**src/rtl/alu_ctrl_muldiv.sv**
```systemverilog
// EX-stage ALU control decoder with a one-bit-per-cycle multiply/divide sequencer.
// It also owns the HI/LO registers and handles mfhi/mflo/mthi/mtlo.
module alu_ctrl_muldiv #(
    parameter int WIDTH = 32
) (
    input  logic             clk,
    input  logic             reset,
    input  logic [1:0]       ALUop,
    input  logic [5:0]       funct,
    input  logic             valid,
    input  logic [WIDTH-1:0] rs_val,
    input  logic [WIDTH-1:0] rt_val,
    output logic [3:0]       ALUcontrol,
    output logic             illegal,
    output logic             stall,
    output logic             busy,
    output logic             done,
    output logic [WIDTH-1:0] hi,
    output logic [WIDTH-1:0] lo,
    output logic [WIDTH-1:0] mf_data,
    output logic [1:0]       dbg_state
);

    localparam int CW = $clog2(WIDTH);

    typedef enum logic [1:0] {
        S_IDLE = 2'd0,
        S_RUN  = 2'd1,
        S_FIN  = 2'd2
    } state_t;

    state_t             state;
    logic [CW-1:0]      cnt;
    logic [2*WIDTH-1:0] acc;
    logic [WIDTH-1:0]   opnd;
    logic [WIDTH-1:0]   a_raw;
    logic               op_div;
    logic               neg_q;
    logic               neg_r;
    logic               div_zero;

    logic rtype, is_md, is_mf, is_mt, accept, is_signed, a_neg, b_neg;
    logic [WIDTH-1:0]   a_mag, b_mag;
    logic [2*WIDTH-1:0] acc_next, prod;
    logic [WIDTH:0]     msum, rshift, rdiff;
    logic [WIDTH-1:0]   q_fix, r_fix;

    assign rtype = (ALUop == 2'b10);
    assign is_md = (funct[5:2] == 4'b0110);
    assign is_mf = (funct == 6'b010000) || (funct == 6'b010010);
    assign is_mt = (funct == 6'b010001) || (funct == 6'b010011);

    always_comb begin
        ALUcontrol = 4'b0010;
        illegal    = 1'b0;
        case (ALUop)
            2'b00: ALUcontrol = 4'b0010;
            2'b01: ALUcontrol = 4'b0110;
            2'b11: ALUcontrol = 4'b0000;
            default: begin
                case (funct)
                    6'b100000: ALUcontrol = 4'b0010;
                    6'b100010: ALUcontrol = 4'b0110;
                    6'b100100: ALUcontrol = 4'b0000;
                    6'b100101: ALUcontrol = 4'b0001;
                    6'b101010: ALUcontrol = 4'b0111;
                    6'b100111: ALUcontrol = 4'b1100;
                    default: begin
                        ALUcontrol = 4'b0010;
                        illegal    = !(is_md || is_mf || is_mt);
                    end
                endcase
            end
        endcase
    end

    // Handshake: an instruction is taken only when valid is high and stall is low;
    // while stall is high the upstream stage must hold the same instruction.
    assign busy      = (state != S_IDLE);
    assign stall     = valid && busy && rtype && (is_md || is_mf || is_mt);
    assign accept    = valid && rtype && is_md && !busy;
    assign dbg_state = state;

    always_comb begin
        mf_data = '0;
        if (rtype && funct == 6'b010000) mf_data = hi;
        else if (rtype && funct == 6'b010010) mf_data = lo;
    end

    // mult and div have funct[0]=0; the unsigned variants have it set.
    assign is_signed = !funct[0];
    assign a_neg     = is_signed && rs_val[WIDTH-1];
    assign b_neg     = is_signed && rt_val[WIDTH-1];
    assign a_mag     = a_neg ? (~rs_val + 1'b1) : rs_val;
    assign b_mag     = b_neg ? (~rt_val + 1'b1) : rt_val;

    // Multiply keeps {partial, multiplier} in acc; divide keeps {remainder, quotient}.
    always_comb begin
        msum   = {1'b0, acc[2*WIDTH-1:WIDTH]} + (acc[0] ? {1'b0, opnd} : '0);
        rshift = {acc[2*WIDTH-1:WIDTH], acc[WIDTH-1]};
        rdiff  = rshift - {1'b0, opnd};
        if (!op_div)
            acc_next = {msum, acc[WIDTH-1:1]};
        else if (!rdiff[WIDTH])
            acc_next = {rdiff[WIDTH-1:0], acc[WIDTH-2:0], 1'b1};
        else
            acc_next = {rshift[WIDTH-1:0], acc[WIDTH-2:0], 1'b0};
    end

    assign prod  = neg_q ? (~acc + 1'b1) : acc;
    assign q_fix = neg_q ? (~acc[WIDTH-1:0] + 1'b1) : acc[WIDTH-1:0];
    assign r_fix = neg_r ? (~acc[2*WIDTH-1:WIDTH] + 1'b1) : acc[2*WIDTH-1:WIDTH];

    always_ff @(posedge clk or posedge reset) begin
        if (reset) begin
            state    <= S_IDLE;
            cnt      <= '0;
            acc      <= '0;
            opnd     <= '0;
            a_raw    <= '0;
            op_div   <= 1'b0;
            neg_q    <= 1'b0;
            neg_r    <= 1'b0;
            div_zero <= 1'b0;
            hi       <= '0;
            lo       <= '0;
            done     <= 1'b0;
        end else begin
            done <= 1'b0;
            case (state)
                S_IDLE: begin
                    if (accept) begin
                        state    <= S_RUN;
                        cnt      <= '0;
                        op_div   <= funct[1];
                        opnd     <= funct[1] ? b_mag : a_mag;
                        acc      <= {{WIDTH{1'b0}}, (funct[1] ? a_mag : b_mag)};
                        a_raw    <= rs_val;
                        neg_q    <= a_neg ^ b_neg;
                        neg_r    <= a_neg;
                        div_zero <= (rt_val == '0);
                    end else if (valid && rtype && is_mt) begin
                        if (funct[1]) lo <= rs_val;
                        else          hi <= rs_val;
                    end
                end
                S_RUN: begin
                    acc <= acc_next;
                    if (cnt == CW'(WIDTH - 1)) state <= S_FIN;
                    else                       cnt   <= cnt + 1'b1;
                end
                S_FIN: begin
                    state <= S_IDLE;
                    cnt   <= '0;
                    done  <= 1'b1;
                    if (!op_div) begin
                        hi <= prod[2*WIDTH-1:WIDTH];
                        lo <= prod[WIDTH-1:0];
                    end else if (div_zero) begin
                        hi <= a_raw;
                        lo <= '1;
                    end else begin
                        hi <= r_fix;
                        lo <= q_fix;
                    end
                end
                default: state <= S_IDLE;
            endcase
        end
    end

endmodule
```
**config.mk**
```make
export PLATFORM = sky130hd
export DESIGN_NAME = alu_ctrl_muldiv
export DESIGN_NICKNAME = d
export VERILOG_FILES = /design/src/rtl/alu_ctrl_muldiv.sv
export SDC_FILE = /design/constraint.sdc
export NUM_CORES = 1
export LEC_CHECK = 0
export CORE_MARGIN = 1.5
export CORE_UTILIZATION = 53
export DETAILED_ROUTE_END_ITERATION = 6
export PLACE_DENSITY = 0.85
export SYNTH_ARGS = -nofsm -noshare
export SYNTH_HDL_FRONTEND = slang
export SYNTH_SLANG_ARGS = --single-unit
```
**constraint.sdc**
```tcl
create_clock -name clk -period 7.26 [get_ports clk]
set_input_delay 1.452 -clock clk [delete_from_list [all_inputs] [get_ports clk]]
set_output_delay 1.452 -clock clk [all_outputs]
set_load 0.01 [all_outputs]
```
==> metrics.txt, run 1 <==
clock tree buffer depth=3; die area=33,100 sq um; most used cell, CP=clkdlybuf4s50_1; power per cell area=321.3 nW/um^2; Seq cells post-synth=204; average size of a mapped cell=7.986 sq um; Final Power=6.381 mW; Final Critical Period=roughly 5.4 ns; first-pass GRT wire length=96,790 microns; Worst Tran Pin Value=approximately 1.2 ns; largest cells by area after synthesis=dfrtp_1 30%, mux2i_1 6.8%, o21ai_0 5.7%, a21oi_1 5.6%, nand2_1 5.5%; P_leak=8.514 nW; GR Layer Usage met3=under 10%; internal cell power=3.505 mW; Slew HR=between 10% and 20%; ANT nets after route=0; Max Cap Viol=0; clock skew=around 0.032 ns; Yosys top cell by area=dfrtp_1; slowest cell delay on critical path=0.54 ns; status=complete, no violations; largest net degree at the start of global routing=109; clock root buffer=clkbuf_16; clock slew at reported path FFs=0.05 ns; final setup TNS=0 ns; Clock Power Share=20.9%; Resize count post-CTS=0; initial antenna violation count=1; DR vias=17.92k; Inserted Diodes=0; cell-by-cell trace of the critical path=clkdlybuf4s50_1 > nor3b_1 > nand3_1 > nor4_2 > buf_4 > a22o_1 > clkdlybuf4s50_1; part of the power in combinational logic=between 40 and 50%; Global Route Usage Sum=a little under two fifths; worst skew pair latency=0.55 ns; CP max stage cell=clkdlybuf4s50_1; share of cells above drive strength 1=4.886%; Sw Pwr=around 2.9 mW; num ports=about 180; Routed WL=approximately 63,000 microns; kind of critical path=input port to primary output; post-synth cell types=75; Post-synth EDFFs=0; Seq pwr share=a little under a third; largest fanout on the critical path=32; Achievable Freq=~0.18 GHz; gr busiest metal=met2; # nets final=~2.4k; Worst IR Drop VDD=0.1836 mV; CTS H-tree depth=1; TritonCTS clock tree=done; Final Cycle Share=between 70% and 80%; hold buffer count at cts=0; Remaining DRCs=0; number of port buffers=between 150 and 200; initial drt markers=~2.4k; DR pass1 iterations=6; Avg WL per Cell=23.98 microns; sequential share of the synthesized area=between 30% and 40%; crit path launch type=input port; GR Util met2=56.42%; Mapped Nets=between 2k and 2.5k; RSZ-0062 raised after global routing=no; post-synth top area share=a little under a third; Post-Syn Area=approximately 17,000 sq um; Sw Ratio=roughly 45%; Post-Syn Instances=approximately 2.1k; vias in the first global route=16.61k; top cells by count, synth=249 x nand2_1, 204 x dfrtp_1, 193 x o21ai_0; worst hold path class=flip-flop to flip-flop; fill count=2,700; vias per cell=slightly below 7; Primary FF master, synth=dfrtp_1; worst path required time=about 5.8 ns; # Post-CTS Setup Buffers=0; area delta synth->final=17.05%; RePlAce Congestion=1.016; Final Hold Violating Endpoints=0; Arr. time, crit path=around 4 ns; Post-synth ARST share=100.0%; Synth Warn #=0; total grt overflow=0; CTS Buf Count=25; final setup vio count=0; initial core utilization=between 50% and 60%; kind of end point of the critical path=primary output; row count=between 60 and 70; clock sink total=about 200; Max Transition Viols Final=0; Detail Placement HPWL=46,240 microns; met1 usage=between 40% and 50%; Die Wd=between 150 and 200 microns; core area=~32,000 sq um; die height=181.9 microns; top-count cell post-synth=nand2_1
==> power by group through the flow <==
| stage | Combinational, mW | Sequential, mW | Clock (mW) |
|---|---|---|---|
| 2_1_floorplan | 2.32 | 1.65 | 0 |
| 3_3_place_gp | 2.94 | 1.89 | 0 |
| 3_5_place_dp | 3.02 | 1.90 | 0 |
| 4_1_cts | 3.06 | 1.88 | 1.34 |
| 5_1_grt | 3.40 | 1.93 | 1.38 |
| 6_report | 3.13 | 1.91 | 1.33 |
==> metrics by stage <==
stage	utilization [%]	worst slack, ns	hold slack [ns]	area, sq um	instances
after floorplan	-	0.2406	0.4404	16970	2125
after detailed placement	60.22	1.908	0.4638	19000	2591
final	62.95	1.842	0.4794	19860	2633
after global placement	60.22	2.032	0.4552	19000	2591
after CTS	62.95	1.899	0.4786	19860	2633
after global routing	62.95	1.642	0.4983	19860	2633
==> kinds of logic after synthesis <==
family / after synthesis / synth area share (%)
AOI/OAI and AO/OA: 737 / 27.63
buffers and inverters: 210 / 4.778
muxes: 122 / 7.248
adders and majority gates: 72 / 5.397
DFF: 204 / 30.08
and+or+nand+nor: 629 / 17.08
xor gates and xnor gates: 151 / 7.793
==> state kept, by name, indices dropped and copies added, names as in the netlist, 2 cells and up <==
signal and count:
cnt 5, a_raw 32, opnd 32, hi 32
dbg_state 2, acc 64, lo 32
==> layout by cell type, fill, tap and decap left out, types with 24 or more instances in the layout <==
master / instances
xor2_1: 72
nand3_1: 24
or3_1: 31
ha_1: 70
clkdlybuf4s50_1: 179
nor2b_1: 25
a21oi_1: 189
inv_1: 63
dfrtp_1: 203
clkbuf_16: 25
o211ai_1: 40
nor2_1: 175
a211oi_1: 54
buf_4: 30
xnor2_1: 78
nand2_1: 249
o21ai_0: 193
a22o_1: 32
mux2i_1: 115
a22oi_1: 60
==> layout make-up <==
cell class / count / area [sq um] / share of cell area (%)
flip-flops and latches: 204 / 5106 / 25.71
multi-input cells: 1711 / 11130 / 56.01
inverters: 65 / 251.5 / 1.266
well taps: 402 / 503.0 / 2.532
clock inverters: 12 / 195.2 / 0.9827
clock buffers: 30 / 664.4 / 3.345
repair buffers: 209 / 2017 / 10.15
==> worst max-delay path, delay by kind of cell <==
kind / cells / cell delay [ns]
AO/OA/AOI/OAI: 1 / 0.24
buffers and inverters: 3 / 1.42
AND/OR/NAND/NOR: 3 / 0.84
==> path summary, 6_finish.rpt <==
path	from	to	slack (ns)	cells past startpoint
max in group asynchronous	reset	opnd[9]	4.50	3
min reg2reg	a_raw[26]	a_raw[26]	0.48	2
max reg2reg	acc[32]	acc[44]	2.26	12
max	funct[2]	mf_data[4]	1.84	7
min	a_raw[26]	a_raw[26]	0.48	2
min in group asynchronous	reset	hi[13]	1.38	2
==> layer usage <==
metal / up-vias / routed length [microns]
met4: 4 / 4197
li1: 7960 / -
met2: 1193 / 27020
met3: 276 / 7323
met5: - / 30
met1: 8489 / 24580
Power figures use the tool's default switching activity.
==> run 2: changes to the inputs <==
==> constraint.sdc (replaced) <==
create_clock -name clk -period 4.6 [get_ports clk]
set_input_delay 0.92 -clock clk [delete_from_list [all_inputs] [get_ports clk]]
set_output_delay 0.92 -clock clk [all_outputs]
set_load 0.01 [all_outputs]
==> run 2 against run 1 <==
  * The flow now finishes with violations (design-rule violations)
  * Sequential cell count unchanged
  * Sequential power grew 51%
  * Worst hold slack got worse by 0.0075 ns
  * Clock power grew 50%
  * Wire length about the same
  * Design area up 1.3%
  * Global-route usage hardly changed
  * First-iteration DRC count down 4.1%
  * Sequential share of layout area down 0.34 points
  * Utilization increased by 0.84 points
  * Critical path depth did not move
  * Setup slack got worse by 1.7 ns
  * Critical path type unchanged
  * Largest power group unchanged
  * Highest routed layer is now met4
==> metrics.txt, run 2 (synthesis results as in run 1) <==
Inserted Diodes=0 (unchanged); part of the power in combinational logic=50.9% (+1.8 points); # nets final=2,395 (+1.4%); kind of end point of the critical path=primary output; final std cells w/o fill=2,667 (+1.3%); failing checks=design-rule violations; max reg flops=64 (unchanged); row count=65 (unchanged); num ports=181 (unchanged); kind of critical path=input port to primary output; DR vias=18.02k (+0.52%); Die Wd=181.9 microns (unchanged); largest register by flop count=acc; Remaining DRCs=34 (+34); Avg WL per Cell=23.67 microns (-1.3%); clock sink total=204 (unchanged); # Post-CTS Setup Buffers=0 (unchanged); final setup TNS=0 ns (unchanged); Arr. time, crit path=3.50 ns (-0.47 ns); worst hold path class=flip-flop to flip-flop; initial core utilization=53.78% (unchanged); share of cells above drive strength 1=6.269% (+1.4 points); worst path required time=3.68 ns (-2.13 ns); die area=33,100 sq um (unchanged); RSZ-0062 raised after global routing=no; Achievable Freq=about 0.23 GHz; Worst Tran Pin Value=1.190 ns (-0.03265 ns); DR pass1 iterations=7 (+1); core area=31,560 sq um (unchanged); hold path start=a_raw[30]; Cells after DPL=2,624 (+1.3%); P_leak=8.684 nW (+2.0%); fill count=2,669 (-1.1%); initial drt markers=2,344 (-4.1%); routed length on met1=24,550 microns (-0.12%); worst skew pair latency=0.54 ns (about the same); Routed WL=63,130 microns (about the same); commonest non-fill, non-tap cell in the layout=nand2_1; CTS Buf Count=24 (-4.0%); RePlAce Congestion=1.008 (-0.83%); clock root buffer=clkbuf_16; Sw Ratio=44.65% (-0.42 points); Final Power=9.923 mW (+56%); Final Hold Violating Endpoints=0 (unchanged); vias per cell=6.755 (-0.76%); DR top layer=met4; wire length on met2=28,120 microns (+4.1%); reg2reg start=acc[0]; Met3 Wirelength=6585 microns (-10%); Clock Power Share=20.1% (-0.8 points); area delta synth->final=18.62%; internal cell power=5.492 mW (+57%); initial antenna violation count=0 (-1); Max Transition Viols Final=0 (unchanged); number of port buffers=180 (unchanged); clock slew at reported path FFs=0.06 ns (about the same); Worst IR Drop VDD=0.3523 mV (+92%); crit path launch=funct[2]; Max Cap Viol=0 (unchanged); Seq pwr share=29.0% (-1.0 points); crit path launch type=input port; Core Util, Final=63.79% (+0.84 points); final setup vio count=0 (unchanged); Global Route Usage Sum=37.51% (about the same); Detail Placement HPWL=46,470 microns (+0.50%); vias in the first global route=16.81k (+1.2%); ANT nets after route=0 (unchanged); clock tree buffer depth=3 (unchanged); Final Cycle Share=between 90% and 100%; power per cell area=493.0 nW/um^2 (+53%); first-pass GRT wire length=97,430 microns (+0.66%); largest net degree at the start of global routing=129 (+18%); Slew HR=20.50% (+2.2 points); clock skew=0.01158 ns (-0.02008 ns); total grt overflow=0 (unchanged); status=finished with violations; highest-count cells in the layout ignoring fill and taps=249 x nand2_1, 203 x dfrtp_1, 193 x o21ai_0, 189 x a21oi_1, 179 x clkdlybuf4s50_1; TritonCTS clock tree=done; die height=181.9 microns (unchanged); Resize count post-CTS=0 (unchanged); CTS H-tree depth=1 (unchanged); Sw Pwr=4.431 mW (+54%); largest fanout on the critical path=32 (unchanged); hold buffer count at cts=0 (unchanged); Final Critical Period=4.418 ns
## run 2: cell count changes in the layout (fill, tap and decap cells not counted)
| cell | delta |
|---|---|
| nor2_1 | +1 |
| clkinv_2 | +3 |
| clkbuf_8 | +3 |
| buf_12 | +6 |
| bufinv_16 | -3 |
| buf_4 | +27 |
| inv_8 | -1 |
| inv_6 | -1 |
| nor2_2 | -1 |
## run 2: final cells by class
type / count / area [sq um] / area share [%]
clock inverters: 10 / 103.9 / 0.5159
well taps: 402 / 503.0 / 2.499
inverters: 65 / 247.7 / 1.231
flip-flops and latches: 204 / 5106 / 25.37
multi-input cells: 1711 / 11120 / 55.26
clock buffers: 33 / 705.7 / 3.506
repair buffers: 242 / 2340 / 11.62
## run 2: worst max-delay path, stage by stage
cell and delay, ns:
clkdlybuf4s50_1 0.49, nor3b_1 0.32, nand3_1 0.28, nor3_2 0.24, buf_4 0.39, a22o_1 0.24, clkdlybuf4s50_1 0.60
## run 2: layer usage
| layer | vias to the layer above | global-route usage (%) |
|---|---|---|
| met5 | - | 0 |
| met4 | 0 | 19.80 |
| met3 | 279 | 7.180 |
| met2 | 1173 | 59.26 |
| met1 | 8567 | 48.87 |
| li1 | 7996 | - |
## run 2: worst paths after layout
path | to | slack [ns] | cells past startpoint
worst min-delay path | a_raw[30] | 0.47 | 2
worst max register to register | acc[62] | 0.38 | 14
worst min register to register | a_raw[30] | 0.47 | 2
max in group asynchronous | acc[31] | 2.82 | 3
worst max-delay path | mf_data[1] | 0.18 | 7
min in group asynchronous | lo[20] | 0.94 | 2
## run 2: power by group through the flow
| stage | sequential, mW | clock (mW) | combinational [mW] |
|---|---|---|---|
| floorplan | 2.61 | 0 | 3.66 |
| global placement | 2.86 | 0 | 4.77 |
| detailed placement | 2.88 | 0 | 4.90 |
| CTS | 2.85 | 1.99 | 4.95 |
| global route | 2.93 | 2.06 | 5.51 |
| finish | 2.88 | 1.99 | 5.05 |
## run 2: metrics by stage
| stage | hold WS (ns) | area (sq um) | setup slack, ns |
|---|---|---|---|
| floorplan | 0.4404 | 16970 | 0.8338 |
| global placement | 0.4536 | 19320 | 0.2985 |
| detailed placement | 0.4572 | 19320 | 0.2570 |
| CTS | 0.4722 | 20130 | 0.2337 |
| global route | 0.4943 | 20130 | 0.02096 |
| finish | 0.4719 | 20130 | 0.1817 |
